--- config.mk ---
export PLATFORM = sky130hd
export DESIGN_NAME = mem_arbiter
export DESIGN_NICKNAME = d
export VERILOG_FILES = /design/src/rtl/mem_arbiter.sv
export SDC_FILE = /design/constraint.sdc
export NUM_CORES = 1
export LEC_CHECK = 0
export BUFFER_PORTS_ARGS = -buffer_cell sky130_fd_sc_hd__buf_2
export CAP_MARGIN = 5
export CORE_AREA = 2 2 341 343
export DETAILED_ROUTE_END_ITERATION = 10
export DIE_AREA = 0 0 343 345
export PLACE_DENSITY = 0.39
export REMOVE_ABC_BUFFERS = 1
export SYNTH_ARGS = -nofsm -noshare
export SYNTH_HDL_FRONTEND = slang
export SYNTH_SLANG_ARGS = --single-unit
--- constraint.sdc ---
create_clock -name clk -period 2.02 [get_ports clk]
set_input_delay 0.606 -clock clk [delete_from_list [all_inputs] [get_ports clk]]
set_output_delay 0.606 -clock clk [all_outputs]
set_load 0.1 [all_outputs]
--- src/rtl/mem_arbiter.sv ---
// mem_arbiter: shares one slow block memory between an I-cache and a D-cache port.
// Define MEM_ARBITER_RR_EN for round-robin on contention; by default D always wins.
module mem_arbiter (
    input  logic         clk,
    input  logic         rst,
    input  logic         i_read,
    input  logic         i_write,
    input  logic [27:0]  i_addr,
    input  logic [127:0] i_wdata,
    output logic [127:0] i_rdata,
    output logic         i_ready,
    input  logic         d_read,
    input  logic         d_write,
    input  logic [27:0]  d_addr,
    input  logic [127:0] d_wdata,
    output logic [127:0] d_rdata,
    output logic         d_ready,
    output logic         mem_read,
    output logic         mem_write,
    output logic [27:0]  mem_addr,
    output logic [127:0] mem_wdata,
    input  logic [127:0] mem_rdata,
    input  logic         mem_ready,
    output logic [15:0]  wait_cnt
);

    typedef enum logic [1:0] {
        S_IDLE    = 2'd0,
        S_SERVE_I = 2'd1,
        S_SERVE_D = 2'd2,
        S_RELEASE = 2'd3
    } state_t;

    state_t       r_state;
    logic         r_rel_d;
    logic         r_i_ready;
    logic         r_d_ready;
    logic [127:0] r_i_rdata;
    logic [127:0] r_d_rdata;
    logic [15:0]  r_wait_cnt;

    logic w_i_pend;
    logic w_d_pend;
    logic w_rr_d;
    logic w_pick_d;
    logic w_stall;

    assign w_i_pend = i_read | i_write;
    assign w_d_pend = d_read | d_write;
    assign w_pick_d = w_d_pend & (~w_i_pend | w_rr_d);

`ifdef MEM_ARBITER_RR_EN
    // r_last_d set means the most recent grant went to D
    logic r_last_d;

    assign w_rr_d = ~r_last_d;

    always_ff @(posedge clk) begin
        if (rst) begin
            r_last_d <= 1'b0;
        end else if (r_state == S_IDLE && (w_i_pend || w_d_pend)) begin
            r_last_d <= w_pick_d;
        end
    end
`else
    assign w_rr_d = 1'b1;
`endif

    // The loser of arbitration is whoever is pending but not being served
    always_comb begin
        w_stall = 1'b0;
        case (r_state)
            S_SERVE_I: w_stall = w_d_pend;
            S_SERVE_D: w_stall = w_i_pend;
            S_RELEASE: w_stall = r_rel_d ? w_i_pend : w_d_pend;
            default:   w_stall = 1'b0;
        endcase
    end

    always_comb begin
        mem_read  = 1'b0;
        mem_write = 1'b0;
        mem_addr  = 28'd0;
        mem_wdata = 128'd0;
        case (r_state)
            S_SERVE_I: begin
                mem_write = i_write;
                mem_read  = i_read & ~i_write;
                mem_addr  = i_addr;
                mem_wdata = i_wdata;
            end
            S_SERVE_D: begin
                mem_write = d_write;
                mem_read  = d_read & ~d_write;
                mem_addr  = d_addr;
                mem_wdata = d_wdata;
            end
            default: begin
                mem_read  = 1'b0;
                mem_write = 1'b0;
            end
        endcase
    end

    always_ff @(posedge clk) begin
        if (rst) begin
            r_state    <= S_IDLE;
            r_rel_d    <= 1'b0;
            r_i_ready  <= 1'b0;
            r_d_ready  <= 1'b0;
            r_i_rdata  <= 128'd0;
            r_d_rdata  <= 128'd0;
            r_wait_cnt <= 16'd0;
        end else begin
            r_i_ready <= 1'b0;
            r_d_ready <= 1'b0;
            if (w_stall && r_wait_cnt != 16'hFFFF) begin
                r_wait_cnt <= r_wait_cnt + 16'd1;
            end
            case (r_state)
                S_IDLE: begin
                    if (w_pick_d) begin
                        r_state <= S_SERVE_D;
                    end else if (w_i_pend) begin
                        r_state <= S_SERVE_I;
                    end
                end
                S_SERVE_I: begin
                    if (!w_i_pend) begin
                        r_state <= S_IDLE;
                    end else if (mem_ready) begin
                        r_i_rdata <= mem_rdata;
                        r_i_ready <= 1'b1;
                        r_rel_d   <= 1'b0;
                        r_state   <= S_RELEASE;
                    end
                end
                S_SERVE_D: begin
                    if (!w_d_pend) begin
                        r_state <= S_IDLE;
                    end else if (mem_ready) begin
                        r_d_rdata <= mem_rdata;
                        r_d_ready <= 1'b1;
                        r_rel_d   <= 1'b1;
                        r_state   <= S_RELEASE;
                    end
                end
                default: begin
                    r_state <= S_IDLE;
                end
            endcase
        end
    end

    assign i_ready  = r_i_ready;
    assign d_ready  = r_d_ready;
    assign i_rdata  = r_i_rdata;
    assign d_rdata  = r_d_rdata;
    assign wait_cnt = r_wait_cnt;

endmodule
==> results_dict.tcl <==
set metrics [dict create \
    mapped_cell_area_um2 12210 \
    global_route.usage.met3 0.08047 \
    final-setup-viol-count 349 \
    slew_headroom 0.5581 \
    mapped_avg_cell_area_um2 7.562 \
    crit_path_end_kind "output pin" \
    cp-start-kind "flop" \
    drc_errors 0 \
    synth_sequential_area_ratio 0.4541 \
    clock_tree.buffer_depth 3 \
    detailed_place_hpwl_um 84220 \
    cts-buffers-inserted 35 \
    clkTransAtPathRegs_ns 0.07 \
    final_min_period_over_clock_period 1.475 \
    global_route.usage.met2 0.2364 \
    setup.worst_path.class "reg2out" \
    die_x_um 343 \
    initial_utilization 0.1061 \
    groute.usage.overall 0.1654 \
    placeableCoreArea_um2 115100 \
    slowest_cell_delay_on_critical_path_ns 0.56 \
    warnings_from_yosys 0 \
    ys_async_sr_fraction 0 \
    post_drt_via_cell_ratio 3.868 \
    gr-max-usage-layer "met2" \
    antenna_found_initial 19 \
    violations "negative setup slack" \
    max_cap_viol_count 0 \
    post_layout_power_mw 23.43 \
    synthesis.instances 1615 \
    detailedRoute.firstPassIterationCount 5 \
    grt_first_pass_wirelength_um 134800 \
    worst-endpoint-arrival_ns 2.37 \
    critical_path.cell_chain "buf_6, ha_4, buf_12, buf_6, a22oi_2, nor2b_2, buf_12" \
    avgRoutedWirePerCell_um 25.22 \
    synth-main-ff-cell "sky130_fd_sc_hd__dfxtp_1" \
    port-buffer-count 878 \
    layout-area-overhead-vs-synth_pct 111.6 \
    clock_sink_count 277 \
    slowest_stage "sky130_fd_sc_hd__a22oi_2" \
    worst_slack_ns -0.9596 \
    fin_skew_ns 0.02517 \
    report.final.hold_viol_count 0 \
    synth_cell_type_count 40 \
    synth_top_cell_by_area "sky130_fd_sc_hd__dfxtp_1" \
    tightestPinTransition_ns 0.6629 \
    detailroute.via_count 16129 \
    via_count_of_the_first_global_routing_pass 15296 \
    wirelength_um 105100 \
    drt-initial-drc-count 1131 \
    grt_overflow 0 \
    vdd_ir_drop_max_v 0.0005505 \
    die_height_um 345 \
    crit_path_max_fanout 6 \
    final_antenna_net_count 0 \
    placement_rows 125 \
    post-place-ws_ns -0.6478 \
    synth-edff-count 0 \
    number_of_levels_in_the_clock_h_tree 2 \
    power.density_nw_per_um2 906.7 \
    top_level_ports 879 \
    globalplace.congestion 1.243 \
    final_max_slew_viol_count 0 \
    synthDominantCellAreaShare 0.4541 \
    use_met1 0.2245 \
    fp.dieArea_um2 118300 \
    insertion_delay_ns 0.55 \
    root_buffer "sky130_fd_sc_hd__clkbuf_16" \
    grt_max_degree 50 \
    clock_tree_from_tritoncts "yes" \
    nNetsFinal 3068 \
    ys_ff_latch 277 \
    rsz0062_at_grt "yes" \
    post-route-min-period_ns 2.980 \
    critical_path_buffers_and_inverters 4 \
    fmaxAchievable_mhz 335.6 \
    hold_path.class "in2reg" \
    synth_top_cells_by_area "sky130_fd_sc_hd__dfxtp_1, sky130_fd_sc_hd__nand2_1, sky130_fd_sc_hd__a21oi_1" \
    leakagePower_nw 10.53 \
    outcome "complete, but fails checks" \
    cp_top_family "buffers and inverters" \
    drive_gt1_frac 0.5390 \
    crit_required_ns 1.41 \
]
==> worst paths after layout <==
kind / slack, ns / to / startpoint / depth (start not counted)
worst max-delay path: -0.96 / mem_wdata[3] / r_state[1] / 7
worst min-delay path: 0.29 / i_rdata[4] / mem_rdata[4] / 3
worst max register to register: -0.51 / wait_cnt[14] / r_state[0] / 12
worst min register to register: 0.45 / d_rdata[89] / d_rdata[89] / 2
==> power by group <==
part           switching (mW)  leakage [nW]  internal, mW
sequential              0.108          2.24          5.68
combinational            7.17          7.72          4.10
clock                    2.68         0.568          3.68
total                    9.96          10.5          13.5
==> layout make-up <==
| cell class | count | area [um^2] |
|---|---|---|
| antenna | 6 | 15.01 |
| multi-input combinational | 1193 | 7261 |
| inverter | 4 | 17.52 |
| clock inverter | 15 | 130.1 |
| timing repair buffer | 1103 | 9946 |
| sequential | 277 | 5548 |
| tap | 1524 | 1907 |
| fill | 12804 | 89270 |
| clock buffer | 48 | 1016 |
==> sequential cells by signal, summed over array words and instances, names as in the netlist <==
| register | cells |
|---|---|
| r_rel_d | 1 |
| r_state | 2 |
| i_rdata | 128 |
| d_ready | 1 |
| i_ready | 1 |
| wait_cnt | 16 |
| d_rdata | 128 |
==> cell usage after synthesis (2+ instances only) <==
| library cell | count |
|---|---|
| sky130_fd_sc_hd__nand2_1 | 521 |
| sky130_fd_sc_hd__dfxtp_1 | 277 |
| sky130_fd_sc_hd__a21oi_1 | 265 |
| sky130_fd_sc_hd__nor2b_1 | 160 |
| sky130_fd_sc_hd__a22oi_1 | 158 |
| sky130_fd_sc_hd__clkbuf_1 | 124 |
| sky130_fd_sc_hd__nor2_1 | 21 |
| sky130_fd_sc_hd__buf_1 | 8 |
| sky130_fd_sc_hd__buf_2 | 8 |
| sky130_fd_sc_hd__xor2_1 | 8 |
| sky130_fd_sc_hd__ha_1 | 7 |
| sky130_fd_sc_hd__and3_1 | 6 |
| sky130_fd_sc_hd__nand3_1 | 4 |
| sky130_fd_sc_hd__nand4_1 | 4 |
| sky130_fd_sc_hd__o211ai_1 | 4 |
| sky130_fd_sc_hd__o21ai_0 | 4 |
| sky130_fd_sc_hd__or3_1 | 4 |
| sky130_fd_sc_hd__and4_1 | 3 |
| sky130_fd_sc_hd__inv_1 | 3 |
| sky130_fd_sc_hd__o2111ai_1 | 3 |
| sky130_fd_sc_hd__nor3_1 | 2 |
| sky130_fd_sc_hd__o21ai_1 | 2 |
| sky130_fd_sc_hd__or2_2 | 2 |
==> routing by layer <==
metal,wire length [um],part of all wire
met1,47060,0.45
met2,43040,0.41
met3,13290,0.13
met4,1647,0.016
met5,120,0.0011
==> cell families (layout without fill, tap and decap cells) <==
| logic type | count (synthesis) | in the layout | synth area share |
|---|---|---|---|
| AOI/OAI and AO/OA | 441 | 441 | 0.2176 |
| xor gates and xnor gates | 9 | 9 | 0.006455 |
| adders and majority gates | 7 | 7 | 0.007171 |
| buffers and inverters | 145 | 1170 | 0.04569 |
| DFF | 277 | 277 | 0.4541 |
| muxes | 2 | 2 | 0.001742 |
| other | 0 | 6 | 0 |
| and+or+nand+nor | 734 | 734 | 0.2673 |
==> worst reg2reg max path, cell delays in order, from the launching register on <==
cell and delay, ns:
sky130_fd_sc_hd__dfxtp_2 0.35, sky130_fd_sc_hd__buf_6 0.11, sky130_fd_sc_hd__ha_4 0.22, sky130_fd_sc_hd__buf_12 0.16, sky130_fd_sc_hd__buf_6 0.12, sky130_fd_sc_hd__buf_16 0.16, sky130_fd_sc_hd__buf_4 0.15, sky130_fd_sc_hd__inv_2 0.04
sky130_fd_sc_hd__a211oi_4 0.31, sky130_fd_sc_hd__buf_12 0.17, sky130_fd_sc_hd__o2111ai_2 0.16, sky130_fd_sc_hd__or3_1 0.37, sky130_fd_sc_hd__a21oi_1 0.14
==> what timing repair did <==
action	4_1_cts	5_1_grt
resized for setup	211	155
cloned	13	15
buffers inserted	12	23
setup endpoints to repair	411	456
pin swaps	23	28
hold buffers	0	0
==> cell usage in the layout, fill, tap and decap left out, types with 21 or more instances in the layout <==
cell and instances:
sky130_fd_sc_hd__buf_2 714, sky130_fd_sc_hd__nand2_1 521, sky130_fd_sc_hd__dfxtp_1 275, sky130_fd_sc_hd__a21oi_1 265
sky130_fd_sc_hd__buf_12 208, sky130_fd_sc_hd__a22oi_2 105, sky130_fd_sc_hd__buf_4 101, sky130_fd_sc_hd__nor2b_2 94
sky130_fd_sc_hd__a22oi_1 53, sky130_fd_sc_hd__clkbuf_16 52, sky130_fd_sc_hd__nor2b_4 42, sky130_fd_sc_hd__buf_6 37
sky130_fd_sc_hd__nor2b_1 24, sky130_fd_sc_hd__nor2_1 21
==> per-stage QoR <==
step	util	instance area, um^2	instances	TNS, ns	hold WS [ns]
after floorplan	-	11670	1474	-2019.05	0.4908
after global placement	0.1943	22360	4052	-59.69	0.4381
after detailed placement	0.1943	22360	4052	-57.20	0.4430
after CTS	0.2153	24780	4136	-183.56	0.2160
after global routing	0.2244	25830	4167	-187.08	0.2441
final	0.2245	25840	4170	-153.15	0.2869
No activity file was read; power rests on OpenSTA's default activity.
